## src/rtl/axis_byte_packer_if.sv

```systemverilog
// Signal bundle between the UART byte side and the AXI-Stream word side of the packer.
// The master modport is the packer's view. The slave modport is the view of whatever drives the bytes and drains the words.
interface axis_byte_packer_if #(
    parameter int BITS_PER_WORD = 8,
    parameter int W_OUT         = 12
);
    logic                     s_valid;
    logic [BITS_PER_WORD-1:0] s_data;
    logic                     m_ready;
    logic                     m_valid;
    logic [W_OUT-1:0]         m_data;
    logic                     overflow;
    logic                     frame_drop;

    modport master (
        input  s_valid, s_data, m_ready,
        output m_valid, m_data, overflow, frame_drop
    );

    modport slave (
        output s_valid, s_data, m_ready,
        input  m_valid, m_data, overflow, frame_drop
    );
endinterface

```

## src/rtl/axis_byte_packer.sv

```systemverilog
// Packs LSB-first UART bytes into W_OUT-bit words behind a single-entry AXI-Stream output register.
// A partial word is discarded after an inter-byte gap, and completed words are dropped while the output register is full.
module axis_byte_packer #(
    parameter int BITS_PER_WORD = 8,
    parameter int W_OUT         = 12,
    parameter int TIMEOUT_CLKS  = 2_000_000
) (
    input  logic                clk,
    input  logic                rst,
    axis_byte_packer_if.master  bus
);
    localparam int NUM_BYTES = (W_OUT + BITS_PER_WORD - 1) / BITS_PER_WORD;
    localparam int ASM_W     = NUM_BYTES * BITS_PER_WORD;
    localparam int CNT_W     = $clog2(NUM_BYTES) + 1;
    localparam int IDLE_W    = (TIMEOUT_CLKS > 0) ? $clog2(TIMEOUT_CLKS + 1) : 1;

    logic [CNT_W-1:0]  cnt_r;
    logic [ASM_W-1:0]  asm_r;
    logic [IDLE_W-1:0] idle_r;
    logic              m_valid_r;
    logic [W_OUT-1:0]  m_data_r;
    logic              overflow_r;
    logic              frame_drop_r;

    logic [ASM_W-1:0]  ins_s;
    logic [W_OUT-1:0]  word_s;
    logic              complete_s;
    logic              load_s;
    logic              timeout_hit_s;
    logic              m_valid_next_s;

    // Merge the incoming byte into its slot and decide completion, loading and timeout.
    always_comb begin
        ins_s = asm_r;
        for (int k = 0; k < NUM_BYTES; k++) begin
            if (cnt_r == CNT_W'(k)) begin
                ins_s[k*BITS_PER_WORD +: BITS_PER_WORD] = bus.s_data;
            end else begin
                ins_s[k*BITS_PER_WORD +: BITS_PER_WORD] = asm_r[k*BITS_PER_WORD +: BITS_PER_WORD];
            end
        end
        word_s     = ins_s[W_OUT-1:0];
        complete_s = bus.s_valid && (cnt_r == CNT_W'(NUM_BYTES - 1));
        load_s     = complete_s && (!m_valid_r || bus.m_ready);
        // A byte arriving on the timeout cycle wins, so s_valid masks the hit.
        timeout_hit_s = (TIMEOUT_CLKS != 0) && !bus.s_valid && (cnt_r != CNT_W'(0))
                        && (idle_r == IDLE_W'(TIMEOUT_CLKS - 1));
        if (load_s) begin
            m_valid_next_s = 1'b1;
        end else if (m_valid_r && bus.m_ready) begin
            m_valid_next_s = 1'b0;
        end else begin
            m_valid_next_s = m_valid_r;
        end
    end

    // Assembly state: byte counter, assembly register and inter-byte idle counter.
    always_ff @(posedge clk) begin
        if (rst) begin
            cnt_r  <= CNT_W'(0);
            asm_r  <= ASM_W'(0);
            idle_r <= IDLE_W'(0);
        end else if (bus.s_valid) begin
            idle_r <= IDLE_W'(0);
            if (complete_s) begin
                cnt_r <= CNT_W'(0);
                asm_r <= ASM_W'(0);
            end else begin
                cnt_r <= cnt_r + CNT_W'(1);
                asm_r <= ins_s;
            end
        end else if (timeout_hit_s) begin
            cnt_r  <= CNT_W'(0);
            asm_r  <= ASM_W'(0);
            idle_r <= IDLE_W'(0);
        end else if (cnt_r == CNT_W'(0)) begin
            idle_r <= IDLE_W'(0);
        end else begin
            idle_r <= idle_r + IDLE_W'(1);
        end
    end

    // Output register and one-cycle status pulses.
    always_ff @(posedge clk) begin
        if (rst) begin
            m_valid_r    <= 1'b0;
            m_data_r     <= W_OUT'(0);
            overflow_r   <= 1'b0;
            frame_drop_r <= 1'b0;
        end else begin
            m_valid_r    <= m_valid_next_s;
            overflow_r   <= complete_s && !load_s;
            frame_drop_r <= timeout_hit_s;
            if (load_s) begin
                m_data_r <= word_s;
            end else begin
                m_data_r <= m_data_r;
            end
        end
    end

    assign bus.m_valid    = m_valid_r;
    assign bus.m_data     = m_data_r;
    assign bus.overflow   = overflow_r;
    assign bus.frame_drop = frame_drop_r;
endmodule
```

## src/flat_wrapper.sv

```systemverilog
// flat-port wrapper written by rule: the top's interface ports become plain ports
module axis_byte_packer_flat 
#(
    parameter int BITS_PER_WORD = 8,
    parameter int W_OUT         = 12,
    parameter int TIMEOUT_CLKS  = 2_000_000
)
  (clk, rst, bus_s_valid, bus_s_data, bus_m_ready, bus_m_valid, bus_m_data, bus_overflow, bus_frame_drop);
  axis_byte_packer_if #(.BITS_PER_WORD(BITS_PER_WORD), .W_OUT(W_OUT)) bus_i ();
  input  logic clk;
  input  logic rst;
  input wire logic [$bits(bus_i.s_valid)-1:0] bus_s_valid;
  input wire logic [$bits(bus_i.s_data)-1:0] bus_s_data;
  input wire logic [$bits(bus_i.m_ready)-1:0] bus_m_ready;
  output wire logic [$bits(bus_i.m_valid)-1:0] bus_m_valid;
  output wire logic [$bits(bus_i.m_data)-1:0] bus_m_data;
  output wire logic [$bits(bus_i.overflow)-1:0] bus_overflow;
  output wire logic [$bits(bus_i.frame_drop)-1:0] bus_frame_drop;
  assign bus_i.s_valid = bus_s_valid;
  assign bus_i.s_data = bus_s_data;
  assign bus_i.m_ready = bus_m_ready;
  assign bus_m_valid = bus_i.m_valid;
  assign bus_m_data = bus_i.m_data;
  assign bus_overflow = bus_i.overflow;
  assign bus_frame_drop = bus_i.frame_drop;
  axis_byte_packer #(.BITS_PER_WORD(BITS_PER_WORD), .W_OUT(W_OUT), .TIMEOUT_CLKS(TIMEOUT_CLKS)) u_core (.clk(clk), .rst(rst), .bus(bus_i));
endmodule
```

## config.mk

```make
export PLATFORM = sky130hd
export DESIGN_NAME = axis_byte_packer_flat
export DESIGN_NICKNAME = d
export VERILOG_FILES = /design/src/rtl/axis_byte_packer_if.sv /design/src/rtl/axis_byte_packer.sv /design/src/flat_wrapper.sv
export SDC_FILE = /design/constraint.sdc
export NUM_CORES = 1
export LEC_CHECK = 0
export ABC_CLOCK_PERIOD_IN_PS = 2300
export BUFFER_PORTS_ARGS = -buffer_cell sky130_fd_sc_hd__buf_2
export CAP_MARGIN = 0
export CORE_MARGIN = 2
export CORE_UTILIZATION = 42
export DETAILED_ROUTE_END_ITERATION = 12
export SYNTH_ARGS = -nofsm -noshare
export SYNTH_HDL_FRONTEND = slang
export SYNTH_SLANG_ARGS = --single-unit
```

## constraint.sdc

```tcl
create_clock -name clk -period 2.3 [get_ports clk]
set_clock_uncertainty 0.05 [all_clocks]
set_input_delay 0.69 -clock clk [delete_from_list [all_inputs] [get_ports clk]]
set_output_delay 0.69 -clock clk [all_outputs]
set_load 0.1 [all_outputs]
```

* Word level (Yosys, flattened, before mapping)
Cells that the tools add are included.
** Storage, ports and cells
- Register bits :: 50
- Input port bits :: 12
- Output and inout bits :: 15
- Logic and storage cells :: 36
** Cells by class
- $add $sub $neg :: 2
- Equality and inequality tests :: 2
- Multiplexer cells :: 10
- Reductions and logical operators :: 15
** Operator list (count)
- 2-to-1 mux 12 bit :: 3
- adder 21 x 1 -> 21 bit (second input constant) :: 1
- equality test 21 bit (second input constant) :: 1
- 2-to-1 mux 8 bit :: 1
- logical AND 1 bit :: 6
- 2-to-1 mux 2 bit :: 3
- nonzero test 2 bit :: 3
- 2-to-1 mux 4 bit :: 1
- OR reduction 4 bit :: 1
- zero test 1 bit :: 3
- adder 2 x 1 -> 2 bit (second input constant) :: 1
- equality test 2 x 1 -> 1 bit (second input constant) :: 1
- zero test 2 bit :: 1
- 2-to-1 mux 1 bit :: 2
- logical OR 1 bit :: 1

* Depth between registers and ports, before layout
Gate-level depths: netlist (run 1).
- Depth in word-level cells :: 5
- Mapped depth :: 6
- Depth with buffers taken out :: 5

* Worst setup path after synthesis (run 1)
No wires, ideal clock.
- Path kind :: register -> register
- From :: register u_core.idle_r[0]
- To :: register u_core.idle_r[18]
- Setup time :: 0.066 ns
- Data arrival time :: 1.858 ns
- Data required time :: 2.184 ns
- Path slack :: 0.326 ns
- Cell stages (with the launch flop) :: 7
- Buffers on the path :: 1
- Period minus slack after synthesis :: 1.974 ns
- Cells stage by stage :: dfxtp_1 > ha_1 > nand2_1 > or4_1 > buf_2 > or4_4 > a21oi_2
** On the way
- Cells in the longest elaborated chain, start to end :: 3
- Elaborated cells between the ends (all ways) :: 4
- Those cells by class :: add/sub (1); eq/ne (1); reduce/logical (2)
** Ends and longest elaborated chain
- start: declaration :: RTL line axis_byte_packer.sv:19 : logic [IDLE_W-1:0] idle_r;
- start signal: assignment :: RTL line axis_byte_packer.sv:79 : idle_r <= idle_r + IDLE_W'(1);
- parallel branches: the longest is 3 deep, another holds adder 21 x 1 -> 21 bit
Several ways; the timed one is not identified.
A chain may end at the register's enable or synchronous reset.

* Worst setup path in the final report (run 1)
Ends and elaborated chain as after synthesis.

==> summary.md, run 1 <==
| Metric | Value |
|---|---|
| Syn Area/Cell | 9.61 µm² |
| Yosys warnings | 0 |
| Die Span Y | 69.4 µm |
| Bufs on Longest Clock Path | 2 |
| Final GP Congestion | 0.762 |
| Buf/Inv on CP | 0 |
| Core region area | 4060 µm² |
| Final WS setup | 0.147 ns |
| Number of global-route vias before repair | 1417 |
| Port buffer count | 26 |
| Largest family of logic cells by synthesized area | simple AND/OR/NAND/NOR gates |
| Post-synth top cells | dfxtp_1, nor2_1, mux2i_1 |
| Critical path data arrival time | 2.34 ns |
| Fin. max-slew vios | 0 |
| Diodes inserted | 0 |
| Count of final hold-check violations | 0 |
| Total Power | 0.00146 W |
| Largest net degree at the start of global routing | 22 |
| First-pass GRT wire length | 6020 µm |
| Worst-margin pin slew | 1.02 ns |
| Synth Area in Adders | 0.696% |
| Die width | 69.4 µm |
| Initial antenna violation count | 0 |
| Flops & latches, synth | 46 |
| 1st-iter DRT viols | 47 |
| Synth Area in Compound Gates | 10.7% |
| Fill count | 391 |
| Max-Slew Margin vs Limit | 31.5% |
| Peak VDD IR | 337 µV |
| Post-synth EDFFs | 0 |
| Worst skew pair latency | 0.30 ns |
| Max stage delay on crit path | 0.68 ns |
| GR Overflow Total | 0 |
| Fin nets | 231 |
| Synthesized instance count | 187 |
| Multi-input gate area | 827 µm² |
| Synth unique cells | 34 |
| Post-layout min period | 2.15 ns |
| Syn-to-layout area delta | 16.4% |
| Top-count cell post-synth | dfxtp_1 |
| Hold Path Class | reg2reg |
| Synth Area in XOR/XNOR | 5.85% |
| Yosys top cell area share | 51.3% |
| Initial core utilization | 44.3% |
| Pwr per Cell Area | 698 nW/µm² |
| Setup violators final | 0 |
| Drt first pass iters | 4 |
| Top cells by area, synth | dfxtp_1, mux2i_1, nor2_1 |
| Unrepaired setup endpoints after global routing | no |
| Post-detail-place hpwl | 2510 µm |
| Non-Filler Instances | 269 |
| Post-Syn Nets | 200 |
| Critical path's top delay family | simple AND/OR/NAND/NOR gates |
| Max H-tree Level | 2 |
| Reg clk slew, reported paths | 0.08 ns |
| Crit path kind | reg2reg |
| CTS Buf Count | 5 |
| Vias | 1422 |
| Fraction of registers with async set/reset | 0% |
| Remaining DRCs | 0 |
| Crit. End Element | flip-flop |
| Simple-Gate Fraction of Synth Area | 22.1% |
| Drt wl/cell | 13.0 µm |
| Gates resized, CTS repair | 0 |
| Final period util | 93.6% |
| Critical-path cell list | ha_1 > nand2_1 > or4_1 > or4_4 > a21oi_2 |
| CP required | 2.49 ns |
| Yosys top cell by area | dfxtp_1 |
| Slowest CP cell | or4_1 |
| CTS tree | done |
| Final TNS setup | 0 ns |
| Register area share after synthesis | 51.3% |
| Fraction of layout cells with a size suffix above 1 | 19.6% |
| Crit path launch type | flip-flop |
| Setup bufs post-CTS | 0 |
| Max Clock Freq | 0.465 GHz |
| Prevailing post-synth register cell | dfxtp_1 |
| # rows | 23 |
| Post-place setup slack | 0.102 ns |
| Max Cap Viol | 0 |
| Global Route Usage Sum | 15.5% |
| CTS root buf | clkbuf_8 |
| Sequential cell area | 921 µm² |
| Placed Cells | 261 |
| ANT nets after route | 0 |
| Die Area | 4820 µm² |
| Post-Syn Area | 1800 µm² |
| Vias/cell | 5.29 |
| Hold-fix buffers at CTS | 0 |
| Ports | 27 |
| Mux cell area share after synthesis | 6.69% |
| Post-Route WL | 3500 µm |
| Leak | 0.759 nW |
| Crit-path max FO | 9 |
| Outcome | complete, no violations |
| Clock Sinks | 46 |
worst reg2reg max path, stage by stage (launching register included):
cell and delay [ns]:
dfxtp_1 0.36, ha_1 0.21, nand2_1 0.13, or4_1 0.68, or4_4 0.54, a21oi_2 0.13
metal layers:
layer / vias to the layer above / wire, µm / track usage, %
met1: 659 / 1580 / 16.8
met4: 0 / 61 / 7.19
met2: 36 / 1640 / 26.9
met5: - / 0 / 0
li1: 718 / - / -
met3: 9 / 210 / 5.52
sequential cells by signal (all words and copies together) (netlist names):
name and flops:
u_core.asm_r 8, u_core.bus.frame_drop 1, u_core.bus.m_data 12, u_core.bus.m_valid 1, u_core.bus.overflow 1, u_core.cnt_r 2, u_core.idle_r 21
cell families after synthesis:
logic type / Yosys count
compound gates: 28
xor+xnor: 12
fa+ha+maj: 1
buf+inv: 12
flops: 46
mux: 12
simple gates: 76
worst paths after layout:
| kind | start | to | slack, ns | depth (start not counted) |
|---|---|---|---|---|
| max reg2reg | u_core.idle_r[0] | u_core.idle_r[18] | 0.15 | 5 |
| max | u_core.idle_r[0] | u_core.idle_r[18] | 0.15 | 5 |
| min reg2reg | u_core.idle_r[0] | u_core.idle_r[0] | 0.41 | 1 |
| min | u_core.idle_r[0] | u_core.idle_r[0] | 0.41 | 1 |
cell type report:
class                   instances  area share [%]
clock inverters                 2           0.598
well taps                      50            2.99
clock buffers                   6            3.95
inverters                       5           0.897
multi-input cells             129            39.5
repair buffers                 31            8.01
flip-flops and latches         46            44.0
where the power goes:
part | internal [W] | switching [W]
Clock | 0.000242 | 0.000266
Combinational | 0.0000383 | 0.0000885
Sequential | 0.000814 | 0.0000112
cells in the final DEF, fill, tap and decap left out, types with 2 or more instances in the layout:
cell type	instances
nand3_1	5
mux2i_1	12
o31ai_1	3
dfxtp_1	46
buf_4	5
o21ai_0	5
nand2_1	8
nand4_1	3
or3_1	5
nor4_1	2
clkbuf_8	6
nor2_1	31
and2_1	2
a21oi_1	8
xor2_1	4
nor2b_1	2
nor3_1	5
xnor2_1	8
inv_1	5
buf_2	26
nand3b_1	2
or4_1	4
a22o_1	8
through the flow:
stage               util (%)  area, µm²  hold WS (ns)
floorplan                  -       1800         0.368
global placement        49.2       2000         0.377
detailed placement      49.2       2000         0.402
CTS                     51.6       2090         0.417
global route            51.6       2090         0.432
finish                  51.6       2090         0.410
Note: power is estimated with default switching activity, not from simulation.
==> run 2, diff against run 1 <==
--- a/config.mk
+++ b/config.mk
@@ -7,10 +7,11 @@
 export LEC_CHECK = 0
 export ABC_CLOCK_PERIOD_IN_PS = 2300
 export BUFFER_PORTS_ARGS = -buffer_cell sky130_fd_sc_hd__buf_2
-export CAP_MARGIN = 0
+export CAP_MARGIN = 20
 export CORE_MARGIN = 2
-export CORE_UTILIZATION = 42
+export CORE_UTILIZATION = 45
 export DETAILED_ROUTE_END_ITERATION = 12
+export PLACE_DENSITY = 0.65
 export SYNTH_ARGS = -nofsm -noshare
 export SYNTH_HDL_FRONTEND = slang
 export SYNTH_SLANG_ARGS = --single-unit
==> summary.md, run 2 (same netlist as run 1, synthesis figures left out) <==
| Metric | Value |
|---|---|
| Outcome | complete, no violations |
| First-pass GRT wire length | 5310 µm |
| Hold Path Class | reg2reg |
| Global Route Usage Sum | 15.6% |
| Largest Register | u_core.idle_r |
| Commonest non-fill, non-tap cell in the layout | dfxtp_1 |
| Fin nets | 229 |
| # rows | 22 |
| Vias/cell | 5.25 |
| Non-Filler Instances | 265 |
| Gates resized, CTS repair | 0 |
| Placed Cells | 257 |
| Core region area | 3740 µm² |
| DP Area | 1980 µm² |
| Port buffer count | 26 |
| Die Area | 4510 µm² |
| Max reg flops | 21 |
| Crit path kind | reg2reg |
| Die Span Y | 67.2 µm |
| Bufs on Longest Clock Path | 2 |
| Diodes inserted | 0 |
| Crit-path max FO | 9 |
| Post-Route WL | 3300 µm |
| GR Overflow Total | 0 |
| Most frequent cells in the layout | dfxtp_1, nor2_1, buf_2 |
| Fin. max-slew vios | 0 |
| Max Clock Freq | 0.466 GHz |
| ANT nets after route | 0 |
| Drt wl/cell | 12.5 µm |
| Fraction of layout cells with a size suffix above 1 | 18.9% |
| Initial antenna violation count | 0 |
| Hold-fix buffers at CTS | 0 |
| Max H-tree Level | 2 |
| Leak | 0.761 nW |
| Max Cap Viol | 0 |
| Setup violators final | 0 |
| CP required | 2.49 ns |
| Critical path data arrival time | 2.34 ns |
| Total Power | 0.00155 W |
| CTS tree | done |
| Drt first pass iters | 4 |
| Peak VDD IR | 335 µV |
| Vias | 1391 |
| Final GP Congestion | 0.717 |
| Reg clk slew, reported paths | 0.08 ns |
| 1st-iter DRT viols | 51 |
| Unrepaired setup endpoints after global routing | no |
| Ports | 27 |
| Clock Sinks | 46 |
| Die width | 67.2 µm |
| Max-Slew Margin vs Limit | 35.0% |
| Hold slack | 0.406 ns |
| Post-detail-place hpwl | 2340 µm |
| Worst-margin pin slew | 0.968 ns |
| Sequential cell area | 921 µm² |
| Count of final hold-check violations | 0 |
| Syn-to-layout area delta | 16.4% |
| CTS root buf | clkbuf_8 |
| Post-layout min period | 2.14 ns |
| Pwr per Cell Area | 743 nW/µm² |
| Initial core utilization | 48.0% |
| Number of global-route vias before repair | 1256 |
| Crit. End Element | flip-flop |
| Setup bufs post-CTS | 0 |
| Final period util | 93.3% |
| Remaining DRCs | 0 |
| Worst skew pair latency | 0.30 ns |
| CTS Buf Count | 5 |
| Fin area | 2090 µm² |
| Largest net degree at the start of global routing | 22 |
| Multi-input gate area | 827 µm² |
| Crit path launch type | flip-flop |
| Final TNS setup | 0 ns |
| Fill count | 349 |
[run 2: cell types whose count changed in the layout (fill, tap and decap cells not counted), sizes merged]
cell      delta
clkinvlp     -1
clkbuf       -1
buf          -2
bufinv       +1
inv          +1
[run 2: metal layers]
| metal | GRT usage [%] | vias up | wire length [µm] |
|---|---|---|---|
| met5 | 0 | - | 0 |
| met4 | 5.36 | 0 | 40 |
| met3 | 5.67 | 5 | 173 |
| met2 | 26.5 | 28 | 1520 |
| met1 | 18.1 | 648 | 1570 |
| li1 | - | 710 | - |
[run 2: area by class of cell]
class	instances	share of cell area (%)
sequential	46	44.0
multi-input combinational	129	39.5
clock inverter	3	2.09
clock buffer	5	3.29
tap	48	2.87
inverter	5	0.897
timing repair buffer	29	7.30
[run 2: path summary, 6_finish.rpt]
check | cells after the start | end | from | slack [ns]
max | 5 | u_core.idle_r[18] | u_core.idle_r[0] | 0.16
min | 1 | u_core.idle_r[0] | u_core.idle_r[0] | 0.41
max reg2reg | 5 | u_core.idle_r[18] | u_core.idle_r[0] | 0.16
min reg2reg | 1 | u_core.idle_r[0] | u_core.idle_r[0] | 0.41
[run 2: worst max-delay path, stage by stage (launching register included)]
cell and delay [ns]:
dfxtp_1 0.36, ha_1 0.21, nand2_1 0.11, or4_1 0.69, or4_4 0.54, a21oi_2 0.13
[run 2: report_power, final]
group          internal [W]  leakage, nW  total, W  switching, W
sequential         0.000814        0.373  0.000825     0.0000114
combinational     0.0000358        0.330  0.000121     0.0000855
clock              0.000326       0.0585  0.000608      0.000282
total               0.00118        0.761   0.00155      0.000379
[run 2: stage by stage]
stage	util, %	worst slack (ns)
6_report	55.9	0.155
5_1_grt	55.9	0.000281
4_1_cts	55.9	0.152
3_5_place_dp	52.9	0.158
3_3_place_gp	52.9	0.201
2_1_floorplan	-	0.326
